--- src/rtl/alu_share_arbiter.sv ---
// Round-robin arbiter sharing one combinational ALU between two valid/ready requesters.
// Optional grant counters are enabled with ALU_ARB_PERF_EN.
//
// state | meaning
// IDLE  | arbitrate, accept one request and latch its operands
// EXEC  | op registers drive the ALU, result/zero captured at end of cycle
// RESP  | response held for the owner until it takes it
module alu_share_arbiter #(
    parameter int XLEN = 32
) (
    input  logic            clk,
    input  logic            reset,

    input  logic            req0_valid,
    output logic            req0_ready,
    input  logic [XLEN-1:0] req0_a,
    input  logic [XLEN-1:0] req0_b,
    input  logic [1:0]      req0_ctrl,
    output logic            rsp0_valid,
    input  logic            rsp0_ready,

    input  logic            req1_valid,
    output logic            req1_ready,
    input  logic [XLEN-1:0] req1_a,
    input  logic [XLEN-1:0] req1_b,
    input  logic [1:0]      req1_ctrl,
    output logic            rsp1_valid,
    input  logic            rsp1_ready,

    output logic [XLEN-1:0] rsp_result,
    output logic            rsp_zero,

    output logic [XLEN-1:0] alu_a,
    output logic [XLEN-1:0] alu_b,
    output logic [1:0]      alu_control,
    input  logic [XLEN-1:0] alu_result,
    input  logic            alu_zero
`ifdef ALU_ARB_PERF_EN
    ,
    output logic [15:0]     grant_cnt0,
    output logic [15:0]     grant_cnt1
`endif
);

    typedef enum logic [1:0] {
        ST_IDLE = 2'd0,
        ST_EXEC = 2'd1,
        ST_RESP = 2'd2
    } state_t;

    state_t          state_q;
    logic [XLEN-1:0] op_a_q;
    logic [XLEN-1:0] op_b_q;
    logic [1:0]      op_ctrl_q;
    logic            owner_q;
    logic            last_grant_q;
    logic [XLEN-1:0] rsp_result_q;
    logic            rsp_zero_q;
    logic            rsp0_valid_q;
    logic            rsp1_valid_q;

    logic            gnt0;
    logic            gnt1;
    logic            owner_taken;

    // A grant is only ever given to a valid requester, so a grant is a handshake.
    always_comb begin
        gnt0 = 1'b0;
        gnt1 = 1'b0;
        if (state_q == ST_IDLE) begin
            if (req0_valid && req1_valid) begin
                gnt0 = last_grant_q;
                gnt1 = ~last_grant_q;
            end else begin
                gnt0 = req0_valid;
                gnt1 = req1_valid;
            end
        end
    end

    assign owner_taken = owner_q ? rsp1_ready : rsp0_ready;

    always_ff @(posedge clk) begin
        if (reset) begin
            state_q      <= ST_IDLE;
            op_a_q       <= '0;
            op_b_q       <= '0;
            op_ctrl_q    <= 2'b00;
            owner_q      <= 1'b0;
            last_grant_q <= 1'b1;
            rsp_result_q <= '0;
            rsp_zero_q   <= 1'b0;
            rsp0_valid_q <= 1'b0;
            rsp1_valid_q <= 1'b0;
        end else begin
            case (state_q)
                ST_IDLE: begin
                    if (gnt0 || gnt1) begin
                        op_a_q       <= gnt1 ? req1_a    : req0_a;
                        op_b_q       <= gnt1 ? req1_b    : req0_b;
                        op_ctrl_q    <= gnt1 ? req1_ctrl : req0_ctrl;
                        owner_q      <= gnt1;
                        last_grant_q <= gnt1;
                        state_q      <= ST_EXEC;
                    end
                end
                ST_EXEC: begin
                    rsp_result_q <= alu_result;
                    rsp_zero_q   <= alu_zero;
                    rsp0_valid_q <= ~owner_q;
                    rsp1_valid_q <= owner_q;
                    state_q      <= ST_RESP;
                end
                ST_RESP: begin
                    if (owner_taken) begin
                        rsp0_valid_q <= 1'b0;
                        rsp1_valid_q <= 1'b0;
                        state_q      <= ST_IDLE;
                    end
                end
                default: begin
                    rsp0_valid_q <= 1'b0;
                    rsp1_valid_q <= 1'b0;
                    state_q      <= ST_IDLE;
                end
            endcase
        end
    end

    assign req0_ready  = gnt0;
    assign req1_ready  = gnt1;
    assign rsp0_valid  = rsp0_valid_q;
    assign rsp1_valid  = rsp1_valid_q;
    assign rsp_result  = rsp_result_q;
    assign rsp_zero    = rsp_zero_q;
    assign alu_a       = op_a_q;
    assign alu_b       = op_b_q;
    assign alu_control = op_ctrl_q;

`ifdef ALU_ARB_PERF_EN
    logic [15:0] grant_cnt0_q;
    logic [15:0] grant_cnt0_d;
    logic [15:0] grant_cnt1_q;
    logic [15:0] grant_cnt1_d;

    // Saturating: a full counter simply stops.
    always_comb begin
        grant_cnt0_d = grant_cnt0_q;
        grant_cnt1_d = grant_cnt1_q;
        if (gnt0 && (grant_cnt0_q != 16'hFFFF)) grant_cnt0_d = grant_cnt0_q + 16'd1;
        if (gnt1 && (grant_cnt1_q != 16'hFFFF)) grant_cnt1_d = grant_cnt1_q + 16'd1;
    end

    always_ff @(posedge clk) begin
        if (reset) begin
            grant_cnt0_q <= 16'd0;
            grant_cnt1_q <= 16'd0;
        end else begin
            grant_cnt0_q <= grant_cnt0_d;
            grant_cnt1_q <= grant_cnt1_d;
        end
    end

    assign grant_cnt0 = grant_cnt0_q;
    assign grant_cnt1 = grant_cnt1_q;
`endif

endmodule

--- config.mk ---
export PLATFORM = sky130hd
export DESIGN_NAME = alu_share_arbiter
export DESIGN_NICKNAME = d
export VERILOG_FILES = /design/src/rtl/alu_share_arbiter.sv
export SDC_FILE = /design/constraint.sdc
export NUM_CORES = 1
export LEC_CHECK = 0
export ABC_AREA = 1
export CAP_MARGIN = 20
export CORE_MARGIN = 8
export CORE_UTILIZATION = 30
export CTS_BUF_LIST = sky130_fd_sc_hd__clkbuf_4 sky130_fd_sc_hd__clkbuf_8
export DETAILED_ROUTE_END_ITERATION = 6
export HOLD_SLACK_MARGIN = 0.02
export MAX_ROUTING_LAYER = met4
export PLACE_DENSITY = 0.67
export SLEW_MARGIN = 20
export SYNTH_ARGS = -nofsm -noshare
export SYNTH_HDL_FRONTEND = slang
export SYNTH_SLANG_ARGS = --single-unit
--- constraint.sdc ---
create_clock -name clk -period 1.3 [get_ports clk]
set_input_delay 0.26 -clock clk [delete_from_list [all_inputs] [get_ports clk]]
set_output_delay 0.26 -clock clk [all_outputs]
set_load 0.02 [all_outputs]
# ---- Yosys cells after proc, flatten, opt, wreduce, memory -nomap -nowiden
# Index checks and enable logic that the tools add are counted.
dict set report op_classes {
  eq_ne 4
  muxes 14
  bitwise 3
  reduce_logical 6
}
# cell count
set op_table {}
lappend op_table {{two-way mux 32 bit} 2}
lappend op_table {{two-way mux 1 bit} 6}
lappend op_table {{two-way mux 2 bit} 3}
lappend op_table {{one-hot mux 1 bit (3 select lines)} 2}
lappend op_table {{one-hot mux 2 bit (3 select lines)} 1}
lappend op_table {{AND reduction 2 bit} 3}
lappend op_table {{NOT 1 bit} 3}
lappend op_table {{equality test 2 x 1 -> 1 bit (second input constant)} 1}
lappend op_table {{equality test 2 bit (second input constant)} 1}
lappend op_table {{zero test 2 bit} 1}
lappend op_table {{!= test 2 x 1 -> 1 bit (second input constant)} 1}
lappend op_table {{!= test 2 bit (second input constant)} 1}
lappend op_table {{logical AND 1 bit} 1}
lappend op_table {{logical OR 1 bit} 1}
dict set report totals {
  regBits 105
  in_bits 171
  out_inout_bits 103
  wordCells 37
}

# ---- Logic depth before layout (Yosys ltp)
# Gate-level depths: netlist of run 1.
dict set report depth {
  word_depth 6
  mapped_depth 8
  mapped_depth_nobuf 6
}

# ---- Least setup slack after synthesis of run 1
# OpenSTA, ideal clock, no wires.
dict set report synth_timing {
  kind {flip-flop to output port}
  from {reg state_q[1]}
  to {out req0_ready}
  arrival_time_ns 1.217
  required_time_ns 1.040
  setup_slack_ns -0.177
  stages_incl_launch_ff 5
  path_buffers 1
  cell_sequence {dfxtp_1 -> nor2_4 -> clkbuf_1 -> nand2_1 -> a21oi_1}
}
dict set report synth_between {
  elab_chain_cells 2
}
# element line_no
set synth_rtl {}
lappend synth_rtl {{from (decl)} 51} ;# state_t state_q;
lappend synth_rtl {{from (signal assigned)} 85} ;# state_q <= ST_IDLE;
lappend synth_rtl {{from (signal assigned)} 104} ;# state_q <= ST_EXEC;
lappend synth_rtl {{from (signal assigned)} 112} ;# state_q <= ST_RESP;
lappend synth_rtl {{zero test 2 bit} 70} ;# if (state_q == ST_IDLE) begin
lappend synth_rtl {{two-way mux 1 bit} 70}
lappend synth_rtl {{to (decl)} 15} ;# output logic req0_ready,
# Every way passes these cells.

# ---- Worst setup path after layout of run 1
dict set report layout_timing {
  from {reg state_q[1]}
  to {out req1_ready}
}
dict set report layout_between {
  elab_chain_cells 2
}
# element line_no
set layout_rtl {}
lappend layout_rtl {{zero test 2 bit} 70}
lappend layout_rtl {{two-way mux 1 bit} 70}
lappend layout_rtl {{to (decl)} 23} ;# output logic req1_ready,
# Every way passes these cells.

==> PnR_summary.wiki, run 1 <==
{| class="wikitable"
! Metric !! Value
|-
| Status || complete, but fails checks
|-
| Violations in the final reports || setup timing
|-
| Net switching share of the total power || ~37%
|-
| Count of inserted antenna diode cells || 0
|-
| Placed Area || 0.00809 sq mm
|-
| Standby leakage power || 4.31 nW
|-
| Most area-hungry cell type in the Yosys netlist || dfxtp_1
|-
| Final Hold Viols || 0
|-
| Global placement routability congestion || 0.774
|-
| Critical path buffers and inverters || 3
|-
| CTS buffer count || 9
|-
| Cell internal pwr || 6.29 mW
|-
| Top-Level Pins || 274
|-
| Worst-path cell with the longest stage delay || dfxtp_2
|-
| Global routing usage summed across all routing layers || 19.1%
|-
| Share of power burned in registers || 37.9%
|-
| CTS tree || done
|-
| Element type at the critical path end || output port
|-
| Mapped Area || roughly 0.005 sq mm
|-
| Met3 routed WL || 1580 microns
|-
| Worst path cell trace || nor2_4 > buf_6 > nand3_4 > inv_2 > buf_6
|-
| Worst setup margin || -0.225 ns
|-
| Slew Viols, Final || 0
|-
| Fin Clk Skew || about 0.011 ns
|-
| Total negative slack for setup checks || -8.31 ns
|-
| Most used cell along the critical path || buf_6
|-
| Post-Layout Inst Area || 0.00882 sq mm
|-
| Antenna viol nets, final || 0
|-
| Fraction of post-synthesis cell area in the top cell type by area || 41.9%
|-
| Final period utilization || 117%
|-
| Sum of net half-perimeters after detailed placement || about 14000 microns
|-
| Number of storage elements in the synthesis netlist || approximately 110
|-
| Syn Area/Cell || 6.63 sq um
|-
| Synthesis Warnings || 0
|-
| Average via count per standard cell || 4.71
|-
| DIE AREA || ~0.021 sq mm
|-
| Count of unresolved DRC violations after routing || 0
|-
| Worst-skew pair later-pin latency || 0.39 ns
|-
| Detailed Route Iter0 Violations || approximately 220
|-
| Max-Cap Viols || 0
|-
| Combinational share of power || between 40% and 50%
|-
| Number of fill cells in the layout || 1642
|-
| Post-synthesis instance total || 757
|-
| Number of endpoints failing setup at the final stage || 69
|-
| Max H-tree Level || 3
|-
| Synth area leaders || dfxtp_1 42%, nand2_1 11%, inv_1 10%
|-
| Count of placed standard cells including taps || 1220
|-
| Worst setup SP type || flip-flop
|-
| Slew at the pin closest to its max-slew limit || between 0.4 and 0.5 ns
|-
| Worst EP arrival || 1.26 ns
|-
| Starting utilization of the core area || 30.5%
|-
| Achievable frequency || 656 MHz
|-
| Share of cells above drive strength 1 || 25.1%
|-
| Post-detailed-route wirelength per cell || 17.5 microns
|-
| Kind of cell with the highest combined delay on the critical path || flip-flops
|-
| Nets || 1206
|-
| Largest fanout of any net on the critical path || 3
|-
| Antenna violations before repair || 0
|-
| Count of vias placed by the detailed router || 5931
|-
| CORE AREA || approximately 0.016 sq mm
|-
| Clock buffer depth || 2
|-
| Peak supply drop || 0.520 mV
|-
| Final core occ || 53.5%
|-
| Type of the worst min-delay path || in2reg
|-
| Die X-Extent || 145 microns
|-
| Placement Rows || 47
|-
| Count of buffers inserted at the top-level ports || 273
|-
| Post-placement setup slack || -0.656 ns
|-
| Sum of met2 wire segment lengths after detailed routing || 10600 microns
|-
| RSZ-0062 raised after global routing || yes
|-
| CTS Hold Bufs || 0
|-
| Pin count of the biggest net entering global routing || 58
|-
| Vias in the first global route || between 5000 and 6000
|-
| Top sig layer || met4
|-
| Time the worst path needs with I/O delays and setup || 1.52 ns
|-
| Seq. cell area || 0.00211 sq mm
|-
| Critical path start-end classification || reg2out
|-
| Share of synthesized area occupied by flip-flops and latches || a little over two fifths
|-
| Highest cell delay on the worst timing path || 0.35 ns
|-
| Count of cell types in the netlist || 18
|-
| First-pass GRT wire length || between 30000 and 40000 microns
|-
| Residual overflow from global routing || 0
|-
| Routed wire length || roughly 22000 microns
|-
| P_sw || 3.73 mW
|-
| Worst Path Required || 1.04 ns
|-
| Post-layout power || 10.0 mW
|-
| Synthesis-to-finish area growth || 75.7%
|-
| Clk pwr share || 20.5%
|-
| Areal power density over the cells || roughly 1100 mW/mm^2
|-
| Non-filler cells in the finished layout || roughly 1300
|-
| Die Y || between 100 and 150 microns
|-
| Number of clock sinks || around 110
|-
| First-pass iteration count of the detailed router || 5
|-
| Root Buffer || clkbuf_8
|-
| Worst hold-check slack || 0.361 ns
|-
| Relative slew slack || 67.1%
|-
| Syn nets || 928
|-
| Detailed-route wire length on metal 1 || 9460 microns
|-
| Clock-pin slew of the registers on the worst-case setup and hold paths || 0.11 ns
|-
| Footprint of the multi-input gates || 0.00250 sq mm
|}
[sequential cells by signal, summed over array words and instances, names as in the netlist]
register and count:
alu_a 32, alu_b 32, rsp_result 32, alu_control 2, state_q 2, last_grant_q 1, owner_q 1, rsp0_valid 1
rsp1_valid 1, rsp_zero 1
[power by group through the flow]
stage	logic, mW	clock network [mW]	registers (mW)
after CTS	3.79	2.14	3.80
after global placement	3.60	0	3.86
final	4.17	2.06	3.79
after floorplan	1.33	0	4.34
after global routing	4.49	2.30	3.84
after detailed placement	3.61	0	3.88
[layout make-up]
class / count / share of cell area [%]
Timing Repair Buffer: 327 / 36.5
Multi-Input combinational cell: 452 / 28.3
Sequential cell: 105 / 23.9
Inverter: 140 / 5.99
Tap cell: 220 / 3.12
Clock buffer: 9 / 1.41
Clock inverter: 7 / 0.766
[cells in the final DEF, fill, tap and decap left out, types with 2 or more instances in the layout]
| cell | instances |
|---|---|
| a21oi_1 | 64 |
| a21oi_2 | 5 |
| a21oi_4 | 2 |
| buf_12 | 15 |
| buf_16 | 7 |
| buf_2 | 94 |
| buf_4 | 15 |
| buf_6 | 8 |
| buf_8 | 2 |
| clkbuf_16 | 10 |
| clkbuf_8 | 9 |
| clkdlybuf4s15_2 | 8 |
| clkdlybuf4s50_1 | 168 |
| dfxtp_1 | 102 |
| dfxtp_2 | 3 |
| inv_1 | 135 |
| inv_2 | 4 |
| inv_6 | 2 |
| inv_8 | 3 |
| nand2_1 | 132 |
| nand2_2 | 11 |
| nand3_1 | 10 |
| nand3_2 | 53 |
| nand3_4 | 5 |
| nand4_1 | 66 |
| nor2_1 | 68 |
| o21ai_0 | 33 |
[worst paths after layout]
| kind | end | slack (ns) | cells after the start | from |
|---|---|---|---|---|
| max reg2reg | alu_b[6]$_SDFFE_PP0P_ | -0.18 | 9 | state_q[1]$_SDFFE_PP0P_ |
| min | last_grant_q$_SDFFE_PP1P_ | 0.36 | 4 | reset |
| min reg2reg | rsp1_valid$_SDFFE_PP0P_ | 0.47 | 2 | rsp1_valid$_SDFFE_PP0P_ |
| max | req1_ready | -0.22 | 5 | state_q[1]$_SDFFE_PP0P_ |
[tightest hold or removal path: stages]
cell      delay [ns]
buf_2           0.12
inv_1           0.07
buf_12          0.16
o211ai_1        0.09
[metal layers]
layer  vias to the layer above  track usage [%]
met5                         -                -
met4                         0             5.99
met3                        30             4.70
met2                       230             30.7
met1                      2713             23.2
li1                       2958                -
[cell families after synthesis]
group           Yosys count  synth area share, %
compound gates          106                 10.8
buf+inv                 200                 16.2
flops                   105                 41.9
simple gates            346                 31.1
[repair_timing]
| item | in CTS | in global routing |
|---|---|---|
| setup buffers | 8 | 4 |
| endpoints found under the setup margin | 168 | 118 |
| pin swaps | 2 | 37 |
| resized for setup | 386 | 145 |
| gates cloned | 6 | 11 |
[synth_stat cells, drive strengths merged]
cell and number:
nor2 69, nand4 66, nand2 143, o21ai 34
buf 34, nand3 68, o211ai 1, inv 140
a21oi 71, dfxtp 105, clkbuf 26
No activity file was read; power rests on OpenSTA's default activity.
==> run 2, diff against run 1 <==
--- a/config.mk
+++ b/config.mk
@@ -13,8 +13,8 @@
 export DETAILED_ROUTE_END_ITERATION = 6
 export HOLD_SLACK_MARGIN = 0.02
 export MAX_ROUTING_LAYER = met4
-export PLACE_DENSITY = 0.67
 export SLEW_MARGIN = 20
 export SYNTH_ARGS = -nofsm -noshare
 export SYNTH_HDL_FRONTEND = slang
 export SYNTH_SLANG_ARGS = --single-unit
+export TNS_END_PERCENT = 100
==> constraint.sdc (replaced) <==
create_clock -name clk -period 1.6 [get_ports clk]
set_input_delay 0.32 -clock clk [delete_from_list [all_inputs] [get_ports clk]]
set_output_delay 0.32 -clock clk [all_outputs]
set_load 0.02 [all_outputs]
==> run 2 against run 1 <==
Effect of this change: the flow still finishes with violations (setup timing); power decreased by 22%; non-clock buffer count decreased by 15; clock skew about the same; largest cell class unchanged; highest routed layer unchanged.
==> PnR_summary.wiki, run 2 (synthesis results as in run 1) <==
{| class="wikitable"
! Metric !! Value
|-
| Status || complete, but fails checks
|-
| Violations in the final reports || setup timing
|-
| Worst Path Required || roughly 1.3 ns
|-
| DIE AREA || 0.0211 sq mm
|-
| Kind of cell with the highest combined delay on the critical path || flip-flops
|-
| Worst EP arrival || 1.36 ns
|-
| CTS tree || done
|-
| Highest cell delay on the worst timing path || around 0.35 ns
|-
| Most common cell after layout, fill and taps aside || clkdlybuf4s50_1
|-
| Largest fanout of any net on the critical path || 3
|-
| Areal power density over the cells || 937 mW/mm^2
|-
| Root Buffer || clkbuf_8
|-
| Sum of net half-perimeters after detailed placement || 14400 microns
|-
| Max H-tree Level || 3
|-
| Synthesis-to-finish area growth || 66.9%
|-
| Worst-skew pair later-pin latency || 0.38 ns
|-
| Worst setup SP type || flip-flop
|-
| Critical path buffers and inverters || 2
|-
| Count of vias placed by the detailed router || 5670
|-
| CTS buffer count || 9
|-
| Slew at the pin closest to its max-slew limit || 0.305 ns
|-
| Global placement routability congestion || 0.779
|-
| Achievable frequency || 597 MHz
|-
| Clock buffer depth || 2
|-
| Post-Layout Inst Area || roughly 0.0084 sq mm
|-
| Post-layout power || around 7.9 mW
|-
| Antenna violations before repair || 1
|-
| Share of cells above drive strength 1 || about 6.8%
|-
| Worst-path cell with the longest stage delay || dfxtp_2
|-
| Type of the worst min-delay path || in2reg
|-
| First-pass GRT wire length || 30200 microns
|-
| Residual overflow from global routing || 0
|-
| Placement Rows || 47
|-
| Top-Level Pins || 274
|-
| Antenna viol nets, final || 0
|-
| Die Y || ~150 microns
|-
| First-pass iteration count of the detailed router || 4
|-
| Slew Viols, Final || 0
|-
| Worst path cell trace || nor2_4 > buf_12 > nand2_4 > a21oi_4 > buf_6
|-
| Detailed Route Iter0 Violations || 258
|-
| Final Hold Viols || 0
|-
| CTS Hold Bufs || 0
|-
| Placed Area || 0.00812 sq mm
|-
| Fin Clk Skew || 0.0103 ns
|-
| RSZ-0062 raised after global routing || yes
|-
| Number of endpoints failing setup at the final stage || 2
|-
| Global routing usage summed across all routing layers || 18.3%
|-
| Final period utilization || 105%
|-
| Worst setup margin || -0.0763 ns
|-
| Nets || around 1200
|-
| Standby leakage power || 4.22 nW
|-
| CORE AREA || 0.0165 sq mm
|-
| Clock-pin slew of the registers on the worst-case setup and hold paths || approximately 0.11 ns
|-
| Time the worst path needs with I/O delays and setup || between 1.5 and 2 ns
|-
| Peak supply drop || 0.388 mV
|-
| Max-Cap Viols || 0
|-
| Worst hold-check slack || 0.445 ns
|-
| Starting utilization of the core area || 30.5%
|-
| Pin count of the biggest net entering global routing || 47
|-
| Number of clock sinks || between 100 and 150
|-
| Relative slew slack || 79.6%
|-
| Count of unresolved DRC violations after routing || 0
|-
| Count of buffers inserted at the top-level ports || 273
|-
| Top library cells by usage in the layout, fill and taps aside || 168 x clkdlybuf4s50_1, 141 x nand2_1, 136 x inv_1
|-
| Post-detailed-route wirelength per cell || approximately 16 microns
|-
| Vias in the first global route || 5367
|-
| Element type at the critical path end || output port
|-
| Die X-Extent || 145 microns
|-
| Average via count per standard cell || about 4.6
|-
| Routed wire length || between 15000 and 20000 microns
|-
| Critical path start-end classification || reg2out
|}
[run 2: area by class of cell]
cell class              instances  area [sq um]
clock buffers                  10           138
multi-input cells             452          2130
diodes                          1          2.50
repair buffers                312          3100
inverters                     140           531
flip-flops and latches        105          2100
clock inverters                 6          93.8
well taps                     220           275
fillers                      1726          8090
[run 2: layer usage]
layer	part of all wire [%]	GRT usage [%]	vias up
li1	-	-	2923
met1	45	22.3	2524
met2	47	28.6	204
met3	6.8	5.41	19
met4	1.5	5.83	0
met5	0	-	-
[run 2: final timing paths]
check                     startpoint                       to  slack [ns]  cells after the start
max          state_q[0]$_SDFFE_PP0P_               req0_ready       -0.08                      5
min                            reset  state_q[0]$_SDFFE_PP0P_        0.44                      3
max reg2reg  state_q[0]$_SDFFE_PP0P_    alu_a[7]$_SDFFE_PP0P_        0.10                      9
min reg2reg  rsp0_valid$_SDFFE_PP0P_  rsp0_valid$_SDFFE_PP0P_        0.47                      2
[run 2: worst register-to-register path, delay by kind of cell, from the launching register on]
family	cells	cell delay, ns
flops	1	0.35
simple gates	4	0.53
buf+inv	5	0.58
[run 2: power breakdown]
part           switching, mW  internal [mW]
Sequential             0.149           2.93
Combinational           1.55           1.28
Clock                   1.00          0.942
Total                   2.70           5.15
[run 2: stage by stage]
step | TNS (ns) | setup slack, ns | cells | utilization, %
floorplan | 0 | 0.0631 | 757 | -
global placement | -4.19 | -0.0988 | 1221 | 49.3
detailed placement | -6.23 | -0.121 | 1221 | 49.3
CTS | -0.203 | -0.123 | 1243 | 50.5
global route | -0.299 | -0.166 | 1246 | 50.9
finish | -0.122 | -0.0763 | 1246 | 50.9
[run 2: what timing repair did]
action                                  CTS  global route
cloned                                    0             2
setup buffers                             6             0
pin swaps                                 2             0
gates resized for setup                 112             3
endpoints found under the setup margin  103            39
==> run 3, diff against run 2 <==
--- a/config.mk
+++ b/config.mk
@@ -13,7 +13,6 @@
 export DETAILED_ROUTE_END_ITERATION = 6
 export HOLD_SLACK_MARGIN = 0.02
 export MAX_ROUTING_LAYER = met4
-export SLEW_MARGIN = 20
 export SYNTH_ARGS = -nofsm -noshare
 export SYNTH_HDL_FRONTEND = slang
 export SYNTH_SLANG_ARGS = --single-unit
==> results of run 3 <==
The final DEF is identical to that of run 2; final timing and power are the same.
